`src/rtl/sat_add_pkg.sv`:
```
// Shared types and helpers for the saturating add/subtract arbiter.
package sat_add_pkg;

    localparam int DATA_W  = 16;
    localparam int MAX_REQ = 4;
    localparam int TAG_W   = 2;

    localparam logic [DATA_W-1:0] SAT_POS = 16'h7FFF;
    localparam logic [DATA_W-1:0] SAT_NEG = 16'h8000;

    typedef struct packed {
        logic [DATA_W-1:0] a;
        logic [DATA_W-1:0] b_eff;
        logic              cin;
        logic [TAG_W-1:0]  tag;
    } stage1_t;

    // First requester at or after ptr (modulo nreq) that is both valid and unmasked.
    function automatic logic [MAX_REQ-1:0] rr_pick(
        input logic [MAX_REQ-1:0] valid,
        input logic [TAG_W-1:0]   ptr,
        input logic [MAX_REQ-1:0] mask,
        input int unsigned        nreq
    );
        logic [MAX_REQ-1:0] pick;
        logic               found;
        logic [TAG_W-1:0]   idx;
        pick  = '0;
        found = 1'b0;
        idx   = '0;
        for (int unsigned k = 0; k < MAX_REQ; k++) begin
            idx = TAG_W'((32'(ptr) + k) % nreq);
            if (k < nreq && !found && valid[idx] && mask[idx]) begin
                pick[idx] = 1'b1;
                found     = 1'b1;
            end
        end
        return pick;
    endfunction

endpackage

```
`src/rtl/cla16_raw.sv`:
```
// Unsaturated 16-bit carry-lookahead adder: four 4-bit slices joined by
// group generate/propagate lookahead.
module cla16_raw
    import sat_add_pkg::*;
(
    input  logic [DATA_W-1:0] a,
    input  logic [DATA_W-1:0] b,
    input  logic              cin,
    output logic [DATA_W-1:0] sum,
    output logic              cout
);

    logic [15:0] p;
    logic [15:0] g;
    logic [15:0] c;
    logic [3:0]  gg;
    logic [3:0]  gp;
    logic [4:0]  gc;

    assign p = a ^ b;
    assign g = a & b;

    // NOTE: every always_comb output gets a default first so no path can infer a latch.
    always_comb begin
        gg = '0;
        gp = '0;
        gc = '0;
        c  = '0;
        for (int j = 0; j < 4; j++) begin
            gg[j] = g[4*j+3]
                  | (p[4*j+3] & g[4*j+2])
                  | (p[4*j+3] & p[4*j+2] & g[4*j+1])
                  | ((&p[4*j+1 +: 3]) & g[4*j]);
            gp[j] = &p[4*j +: 4];
        end
        gc[0] = cin;
        gc[1] = gg[0] | (gp[0] & cin);
        gc[2] = gg[1] | (gp[1] & gg[0]) | (gp[1] & gp[0] & cin);
        gc[3] = gg[2] | (gp[2] & gg[1]) | (gp[2] & gp[1] & gg[0])
              | (gp[2] & gp[1] & gp[0] & cin);
        gc[4] = gg[3] | (gp[3] & gg[2]) | (gp[3] & gp[2] & gg[1])
              | (gp[3] & gp[2] & gp[1] & gg[0]) | (gp[3] & gp[2] & gp[1] & gp[0] & cin);
        for (int j = 0; j < 4; j++) begin
            c[4*j]   = gc[j];
            c[4*j+1] = g[4*j] | (p[4*j] & gc[j]);
            c[4*j+2] = g[4*j+1] | (p[4*j+1] & g[4*j]) | (p[4*j+1] & p[4*j] & gc[j]);
            c[4*j+3] = g[4*j+2] | (p[4*j+2] & g[4*j+1]) | (p[4*j+2] & p[4*j+1] & g[4*j])
                     | (p[4*j+2] & p[4*j+1] & p[4*j] & gc[j]);
        end
    end

    assign sum  = p ^ c;
    assign cout = gc[4];

endmodule

```
`src/rtl/sat_add_arbiter.sv`:
```
// Round-robin arbiter with bounded lock sharing one saturating add/subtract
// datapath; one stage of operands, one registered, tagged response.
module sat_add_arbiter
    import sat_add_pkg::*;
#(
    parameter int NREQ     = 2,
    parameter int LOCK_MAX = 4
) (
    input  logic                   clk,
    input  logic                   rst_n,
    input  logic [NREQ-1:0]        req_valid,
    output logic [NREQ-1:0]        req_ready,
    input  logic [NREQ-1:0]        req_sub,
    input  logic [NREQ-1:0]        req_lock,
    input  logic [DATA_W*NREQ-1:0] req_a,
    input  logic [DATA_W*NREQ-1:0] req_b,
    output logic [NREQ-1:0]        rsp_valid,
    output logic [DATA_W-1:0]      rsp_sum,
    output logic                   rsp_cout,
    output logic                   rsp_ovf,
    output logic                   busy
);

    localparam logic [3:0] LOCK_LIM = 4'(LOCK_MAX);

    logic [TAG_W-1:0]  rr_ptr_q, rr_ptr_d;
    logic              lock_vld_q, lock_vld_d;
    logic [TAG_W-1:0]  lock_owner_q, lock_owner_d;
    logic [3:0]        lock_cnt_q, lock_cnt_d;
    stage1_t           s1_q, s1_d;
    logic              busy_q, busy_d;
    logic [NREQ-1:0]   rsp_valid_q, rsp_valid_d;
    logic [DATA_W-1:0] rsp_sum_q, rsp_sum_d;
    logic              rsp_cout_q, rsp_cout_d;
    logic              rsp_ovf_q, rsp_ovf_d;

    logic [MAX_REQ-1:0] valid_w, owner_oh, pick;
    logic [NREQ-1:0]    grant;
    logic [TAG_W-1:0]   grant_idx;
    logic               grant_any, grant_lock, grant_sub, lock_active, lock_expired;
    logic [DATA_W-1:0]  sel_a, sel_b, raw_sum;
    logic               raw_cout, sat_ovf;

    assign lock_active  = lock_vld_q && (lock_cnt_q < LOCK_LIM);
    assign lock_expired = lock_vld_q && (lock_cnt_q >= LOCK_LIM);

    // An expired owner sits out one arbitration unless nobody else wants the adder.
    always_comb begin
        valid_w  = MAX_REQ'(req_valid);
        owner_oh = '0;
        owner_oh[lock_owner_q] = 1'b1;
        pick     = '0;
        if (lock_active && ((valid_w & owner_oh) != '0)) begin
            pick = owner_oh;
        end else if (lock_expired) begin
            pick = rr_pick(valid_w, rr_ptr_q, ~owner_oh, NREQ);
            if (pick == '0) pick = rr_pick(valid_w, rr_ptr_q, '1, NREQ);
        end else begin
            pick = rr_pick(valid_w, rr_ptr_q, '1, NREQ);
        end
        grant     = pick[NREQ-1:0];
        grant_any = |grant;
        grant_idx = '0;
        sel_a     = '0;
        sel_b     = '0;
        for (int i = 0; i < NREQ; i++) begin
            if (grant[i]) begin
                grant_idx = TAG_W'(i);
                sel_a     = req_a[DATA_W*i +: DATA_W];
                sel_b     = req_b[DATA_W*i +: DATA_W];
            end
        end
        grant_lock = |(grant & req_lock);
        grant_sub  = |(grant & req_sub);
    end

    always_comb begin
        rr_ptr_d     = rr_ptr_q;
        lock_vld_d   = 1'b0;
        lock_owner_d = '0;
        lock_cnt_d   = '0;
        s1_d         = s1_q;
        busy_d       = grant_any;
        if (grant_any) begin
            rr_ptr_d   = (grant_idx == TAG_W'(NREQ-1)) ? '0 : grant_idx + 1'b1;
            s1_d.a     = sel_a;
            s1_d.b_eff = grant_sub ? ~sel_b : sel_b;
            s1_d.cin   = grant_sub;
            s1_d.tag   = grant_idx;
            if (grant_lock) begin
                lock_vld_d   = 1'b1;
                lock_owner_d = grant_idx;
                lock_cnt_d   = (lock_active && lock_owner_q == grant_idx) ? lock_cnt_q + 4'd1 : 4'd1;
            end
        end
    end

    cla16_raw u_cla (
        .a    (s1_q.a),
        .b    (s1_q.b_eff),
        .cin  (s1_q.cin),
        .sum  (raw_sum),
        .cout (raw_cout)
    );

    always_comb begin
        sat_ovf = (s1_q.a[DATA_W-1] == s1_q.b_eff[DATA_W-1]) &&
                  (raw_sum[DATA_W-1] != s1_q.a[DATA_W-1]);
        rsp_valid_d = '0;
        rsp_sum_d   = rsp_sum_q;
        rsp_cout_d  = rsp_cout_q;
        rsp_ovf_d   = rsp_ovf_q;
        if (busy_q) begin
            for (int i = 0; i < NREQ; i++) begin
                if (s1_q.tag == TAG_W'(i)) rsp_valid_d[i] = 1'b1;
            end
            rsp_cout_d = raw_cout;
            rsp_ovf_d  = sat_ovf;
            rsp_sum_d  = !sat_ovf ? raw_sum : (s1_q.a[DATA_W-1] ? SAT_NEG : SAT_POS);
        end
    end

    // NOTE: state flops use non-blocking assignment so every flop samples pre-edge values.
    always_ff @(posedge clk) begin
        if (!rst_n) begin
            rr_ptr_q     <= '0;
            lock_vld_q   <= 1'b0;
            lock_owner_q <= '0;
            lock_cnt_q   <= '0;
            s1_q         <= '0;
            busy_q       <= 1'b0;
            rsp_valid_q  <= '0;
            rsp_sum_q    <= '0;
            rsp_cout_q   <= 1'b0;
            rsp_ovf_q    <= 1'b0;
        end else begin
            rr_ptr_q     <= rr_ptr_d;
            lock_vld_q   <= lock_vld_d;
            lock_owner_q <= lock_owner_d;
            lock_cnt_q   <= lock_cnt_d;
            s1_q         <= s1_d;
            busy_q       <= busy_d;
            rsp_valid_q  <= rsp_valid_d;
            rsp_sum_q    <= rsp_sum_d;
            rsp_cout_q   <= rsp_cout_d;
            rsp_ovf_q    <= rsp_ovf_d;
        end
    end

    assign req_ready = grant;
    assign rsp_valid = rsp_valid_q;
    assign rsp_sum   = rsp_sum_q;
    assign rsp_cout  = rsp_cout_q;
    assign rsp_ovf   = rsp_ovf_q;
    assign busy      = busy_q;

endmodule

```
`config.mk`:
```
export PLATFORM = sky130hd
export DESIGN_NAME = sat_add_arbiter
export DESIGN_NICKNAME = d
export VERILOG_FILES = /design/src/rtl/sat_add_pkg.sv /design/src/rtl/cla16_raw.sv /design/src/rtl/sat_add_arbiter.sv
export SDC_FILE = /design/constraint.sdc
export NUM_CORES = 1
export LEC_CHECK = 0
export ABC_CLOCK_PERIOD_IN_PS = 6500
export BUFFER_PORTS_ARGS = -buffer_cell sky130_fd_sc_hd__buf_2
export CAP_MARGIN = 15
export CORE_MARGIN = 1.5
export CORE_UTILIZATION = 41
export DETAILED_ROUTE_END_ITERATION = 16
export PLACE_DENSITY = 0.65
export SLEW_MARGIN = 20
export SYNTH_ARGS = -nofsm -noshare
export SYNTH_HDL_FRONTEND = slang
export SYNTH_SLANG_ARGS = --single-unit
```
`constraint.sdc`:
```
create_clock -name clk -period 6.5 [get_ports clk]
set_clock_uncertainty 0.15 [all_clocks]
set_input_delay 0.325 -clock clk [delete_from_list [all_inputs] [get_ports clk]]
set_output_delay 0.325 -clock clk [all_outputs]
set_load 0.01 [all_outputs]
```
Word level (Yosys, flattened, before mapping)
Index checks and enable logic that the tools add are counted.
- register bits after elaboration: 64
- input bits: 72
- output and inout bits: 23
- logic and storage cells: 247
- add/subtract/negate cells: 3
- magnitude comparators: 8
- equal/unequal tests: 5
- multiplexer cells: 55
- bitwise operators: 125
- reductions and logical operators: 37
- operator list (operator ; number):
    two-way mux 16 bit ; 7
    AND 1 bit ; 68
    bitwise OR 1 bit ; 46
    XOR 16 bit ; 2
    two-way mux 1 bit ; 28
    two-way mux 2 bit ; 12
    two-way mux 4 bit ; 5
    AND reduction 4 bit ; 5
    AND 16 bit ; 1
    logical AND 1 bit ; 16
    inverter 16 bit ; 1
    AND reduction 3 bit ; 5
    less-than comparator 1 x 3 -> 1 bit, second input constant ; 2
    OR reduction 2 bit ; 3
    adder 4 x 1 -> 4 bit, second input constant ; 1
    AND 2 bit ; 2
    AND 2 x 4 -> 4 bit ; 1
    equality test 2 x 1 -> 1 bit, second input constant ; 2
    greater-or-equal comparator 4 x 3 -> 1 bit, second input constant ; 1
    zero test 4 bit ; 1
    less-than comparator 4 x 3 -> 1 bit, second input constant ; 1
    bitwise OR 2 bit ; 2
    bitwise OR 4 x 2 -> 4 bit ; 1
    AND reduction 2 bit ; 2
    13 further kinds ; 18

Logic depth before layout (Yosys ltp)
- depth after elaboration: 32
- gate-level depth with buffers: 10
- mapped depth without buffers: 10

Modules after synthesis
A second synthesis with hierarchy kept.
- cells, all modules: 435
- area, all modules: 3793.6 um^2
- modules (own cells, without submodules) (module ; times used ; cells an instance ; area an instance (um^2) ; sequential area each (um^2)):
    sat_add_arbiter ; 1 ; 341 ; 3060.4 ; 1241.2
    cla16_raw ; 1 ; 94 ; 733.2 ; 0.0

Least setup slack after synthesis
No wires, ideal clock.
- kind: register -> register
- start: register s1_q[5] (netlist name)
- end: register rsp_sum_q[12] (netlist: rsp_sum[12])
- setup time: 121 ps
- arrival: 2368 ps
- required time: 6229 ps
- path slack: 3861 ps
- stages on the path, launching flop included: 11
- path buffers: 0
- clock period less this slack: 2639 ps
- cells stage by stage: dfxtp_1 > ha_1 > a21o_1 > a21oi_2 > a211o_1 > a21oi_1 > nand2b_1 > fa_1 > a32o_1 > a31oi_1 > nand2_1
- longest elaborated chain between the ends: 14
- elaborated cells on any way between the ends: 22
- classes of those cells: eq/ne: 1; mux: 1; bitwise: 17; reduce/logical: 3
- ends and longest elaborated chain (item ; line ; text):
    start, declared ; sat_add_arbiter.sv:30 ; stage1_t s1_q, s1_d;
    start signal, assigned ; sat_add_arbiter.sv:130 ; s1_q <= '0;
    start signal, assigned ; sat_add_arbiter.sv:141 ; s1_q <= s1_d;
    AND 16 bit / XOR 16 bit (equally long branches) ; cla16_raw.sv:21, cla16_raw.sv:20 ;
    AND 1 bit (on tied branches) ; cla16_raw.sv:31, cla16_raw.sv:32 ;
    bitwise OR 1 bit / AND 1 bit (equally long branches) ; cla16_raw.sv:31, cla16_raw.sv:32 ;
    bitwise OR 1 bit ; cla16_raw.sv:32 ; | (p[4*j+3] & p[4*j+2] & g[4*j+1])
    bitwise OR 1 bit ; cla16_raw.sv:33 ; | ((&p[4*j+1 +: 3]) & g[4*j]);
    AND 1 bit ; cla16_raw.sv:39 ; gc[3] = gg[2] | (gp[2] & gg[1]) | (gp[2] & gp[1] & gg[0])
    bitwise OR 1 bit ; cla16_raw.sv:39 ;
    bitwise OR 1 bit * ; cla16_raw.sv:40 ; | (gp[2] & gp[1] & gp[0] & cin);
    AND 1 bit ; cla16_raw.sv:48 ; | (p[4*j+2] & p[4*j+1] & p[4*j] & gc[j]);
    bitwise OR 1 bit ; cla16_raw.sv:48 ;
    XOR 16 bit * ; cla16_raw.sv:52 ; assign sum = p ^ c;
    inequality test 1 bit ; sat_add_arbiter.sv:108 ; (raw_sum[DATA_W-1] != s1_q.a[DATA_W-1]);
    logical AND 1 bit ; sat_add_arbiter.sv:107 ; sat_ovf = (s1_q.a[DATA_W-1] == s1_q.b_eff[DATA_W-1]) &&
    two-way mux 16 bit * ; sat_add_arbiter.sv:119 ; rsp_sum_d = !sat_ovf ? raw_sum : (s1_q.a[DATA_W-1] ? SAT_NEG : SAT_POS);
    end signal, assigned ; sat_add_arbiter.sv:144 ; rsp_sum_q <= rsp_sum_d;
    end, declared ; sat_add_arbiter.sv:33 ; logic [DATA_W-1:0] rsp_sum_q, rsp_sum_d;
Every way passes the cells marked *; elsewhere a longest branch is shown, timed or not.
A chain may end at the register's enable or synchronous reset.

Worst setup path in the final report
- start: register s1_q[5] (netlist name)
- end: register rsp_sum_q[13] (netlist: rsp_sum[13])
Same word-level chain as after synthesis.

==> metrics.txt <==
Synthesized Nets=488; Clock H-tree levels=3; Synth async-reset ratio=0; final setup fails=0; sequential area share after synthesis=0.3576; hold endpoint=s1_q[29]; CP Max Fanout=7; ranking of synthesized cells by area=dfxtp_1 36%, ha_1 6.1%, xnor2_1 5.3%; Crit path arrival time=3.00 ns; initial antenna violation count=0; Hold Fails Final Rpt=0; I/O Pins=95; DR pass1 iterations=4; maximum clock rate=344.6 MHz; vias in the first global route=2758; first-pass GRT wire length=12.88 mm; Final ANT Viol Nets=0; RR Startpoint=s1_q[5]; cell with the most instances after synthesis=dfxtp_1; worst reg2reg path depth=10; area of the die=9026 um2; Post-CTS Resized=0; HP Class=input port to flop; all-layer global routing usage=0.1855; area grow syn2layout=21.74%; list of most frequent post-synthesis cells=62 x dfxtp_1, 35 x nand2_1, 30 x a21oi_1; fin. max-slew vios=0; largest net degree at the start of global routing=39; min Tclk post-route=2.902 ns; DIE HEIGHT=95.01 um; Post-synth top flop=dfxtp_1; final period utilization=0.4465; worst-skew pair later-pin latency=0.35 ns; Total Neg Setup Slack=0 ns; WS Path Type=flop to flop; critical path launch point type=flop; WL per Instance=13.34 um; # rows=33; total power=0.001098 W; setup ws final=3.598 ns; FF+latch count, synth=62; area fraction of the dominant cell type after synthesis=0.3576; Post-CTS Setup Bufs=0; CTS sink count=62; Post-synth EDFFs=0; drt via density=5.177; Worst EP required=6.59 ns; DRT iter0 DRCs=133; slew margin rel.=0.3930; Reg2Reg Capture Point=rsp_sum[13]; worst slack, placed=3.632 ns; worst vdd ir=106.1 uV; Root Buffer=clkbuf_8; layout net count=572; worst reg-to-reg setup slack=3.60 ns; Residual DRC=0; detailed placement HPWL=5.815 mm; CTS buffer count=9; synthesized area=3471 um2; count of different cell masters after synthesis=47; final WL=7.859 mm; vias=3049; HP Start=req_a[10]; status=finished, final reports clean; Longest Clk Path Bufs=2; setup repair after global routing missed its margin=false; # diodes=0; GR Overflow Total=0; PortBufs=94; Synth area leader=dfxtp_1; mean area per synthesized cell=8.787 um2; CTS clock-pin slew for the worst setup and hold paths=0.07 ns; Die X=95.01 um; CP Capture Type=flop; final hold slack=0.1605 ns; Starting Density=0.4224; Leakage=1.932 nW; share of post-route cells with drive strength above 1=0.2459; Placeable Area=8217 um2; worst hold path cell count=3; cell count after synthesis=395; Synth warnings=0; hold_buf cts=0; routability congestion estimate=0.9033; max-cap viol count=0; power density cells=260.0 nW/um2; worst-margin pin slew=0.9090 ns; final core utilization=0.5142; TritonCTS clock tree=built
cell families after synthesis:
| kind of cell | count (synthesis) | synth area share |
|---|---|---|
| other | 1 | 0.001080 |
| XOR/XNOR | 27 | 0.06813 |
| AND/OR/NAND/NOR | 108 | 0.1460 |
| adder cells (fa/ha/maj) | 21 | 0.08435 |
| buffers and inverters | 35 | 0.04759 |
| AO/OA/AOI/OAI | 125 | 0.2491 |
| flip-flops | 62 | 0.3576 |
| multiplexers | 16 | 0.04614 |
worst max-delay path, cell delays in order, from the launching register on:
cell      delay, ns
dfxtp_1        0.32
ha_1           0.36
a21o_1         0.22
a21oi_2        0.20
a211o_1        0.28
a21oi_1        0.12
nand2b_1       0.17
fa_1           0.39
xnor2_1        0.21
o21ai_0        0.12
a32o_1         0.26
layout make-up:
class | count | area (um2)
tap | 105 | 131.4
fill | 778 | 3991
inverter | 9 | 33.78
clock buffer | 12 | 145.1
clock inverter | 4 | 70.07
timing repair buffer | 99 | 528.0
sequential | 62 | 1241
multi-input combinational | 298 | 2076
stage by stage:
step                      std cells  instance area [um2]
after floorplan                 395                 3471
after CTS                       588                 4198
after global placement          572                 3983
after detailed placement        572                 3983
after global routing            589                 4225
final                           589                 4225
cells in the final DEF (no fill, tap or decap), types with 4 or more instances in the layout:
master,netlist,layout
a211oi_1,20,20
a21o_1,4,4
a21oi_1,30,29
a22oi_1,18,18
a31oi_1,5,5
and3_1,5,5
buf_2,6,94
buf_4,1,4
clkbuf_8,0,10
dfxtp_1,62,62
fa_1,4,4
ha_1,17,17
inv_1,8,8
mux2i_1,16,16
nand2_1,35,35
nor2_1,29,29
nor2b_1,13,13
nor3_1,12,12
o21a_1,5,5
o21ai_0,8,8
o22ai_1,8,8
o31ai_1,8,8
xnor2_1,21,21
xor2_1,6,6
layer usage:
metal / wire (um) / global-route usage / part of all wire
met4: 149 / 0.08955 / 0.019
met3: 480 / 0.03060 / 0.061
met1: 3880 / 0.2623 / 0.49
met5: 0 / 0 / 0
met2: 3349 / 0.2714 / 0.43
report_power, final:
group,switching [W],internal (W),leakage [nW]
clock,0.000150,0.000225,0.110
combinational,0.000148,0.000127,1.31
sequential,0.0000276,0.000420,0.513
registers in the layout (all words and copies together) (netlist names):
| signal | cells |
|---|---|
| rsp_ovf | 1 |
| rsp_sum | 16 |
| rr_ptr_q | 1 |
| rsp_valid | 2 |
| lock_owner_q | 1 |
| rsp_cout | 1 |
| lock_vld_q | 1 |
| busy | 1 |
| s1_q | 34 |
| lock_cnt_q | 4 |
worst max-delay path by stage:
stage / from / end / slack, ns / depth (start not counted)
2_1_floorplan: s1_q[5] / rsp_sum[12] / 3.86 / 10
3_3_place_gp: s1_q[5] / rsp_sum[12] / 3.73 / 10
3_5_place_dp: s1_q[5] / rsp_sum[13] / 3.63 / 10
4_1_cts: s1_q[5] / rsp_sum[13] / 3.62 / 10
5_1_grt: s1_q[5] / rsp_sum[13] / 3.42 / 10
6_report: s1_q[5] / rsp_sum[13] / 3.60 / 10
Note: power is estimated with default switching activity, not from simulation.
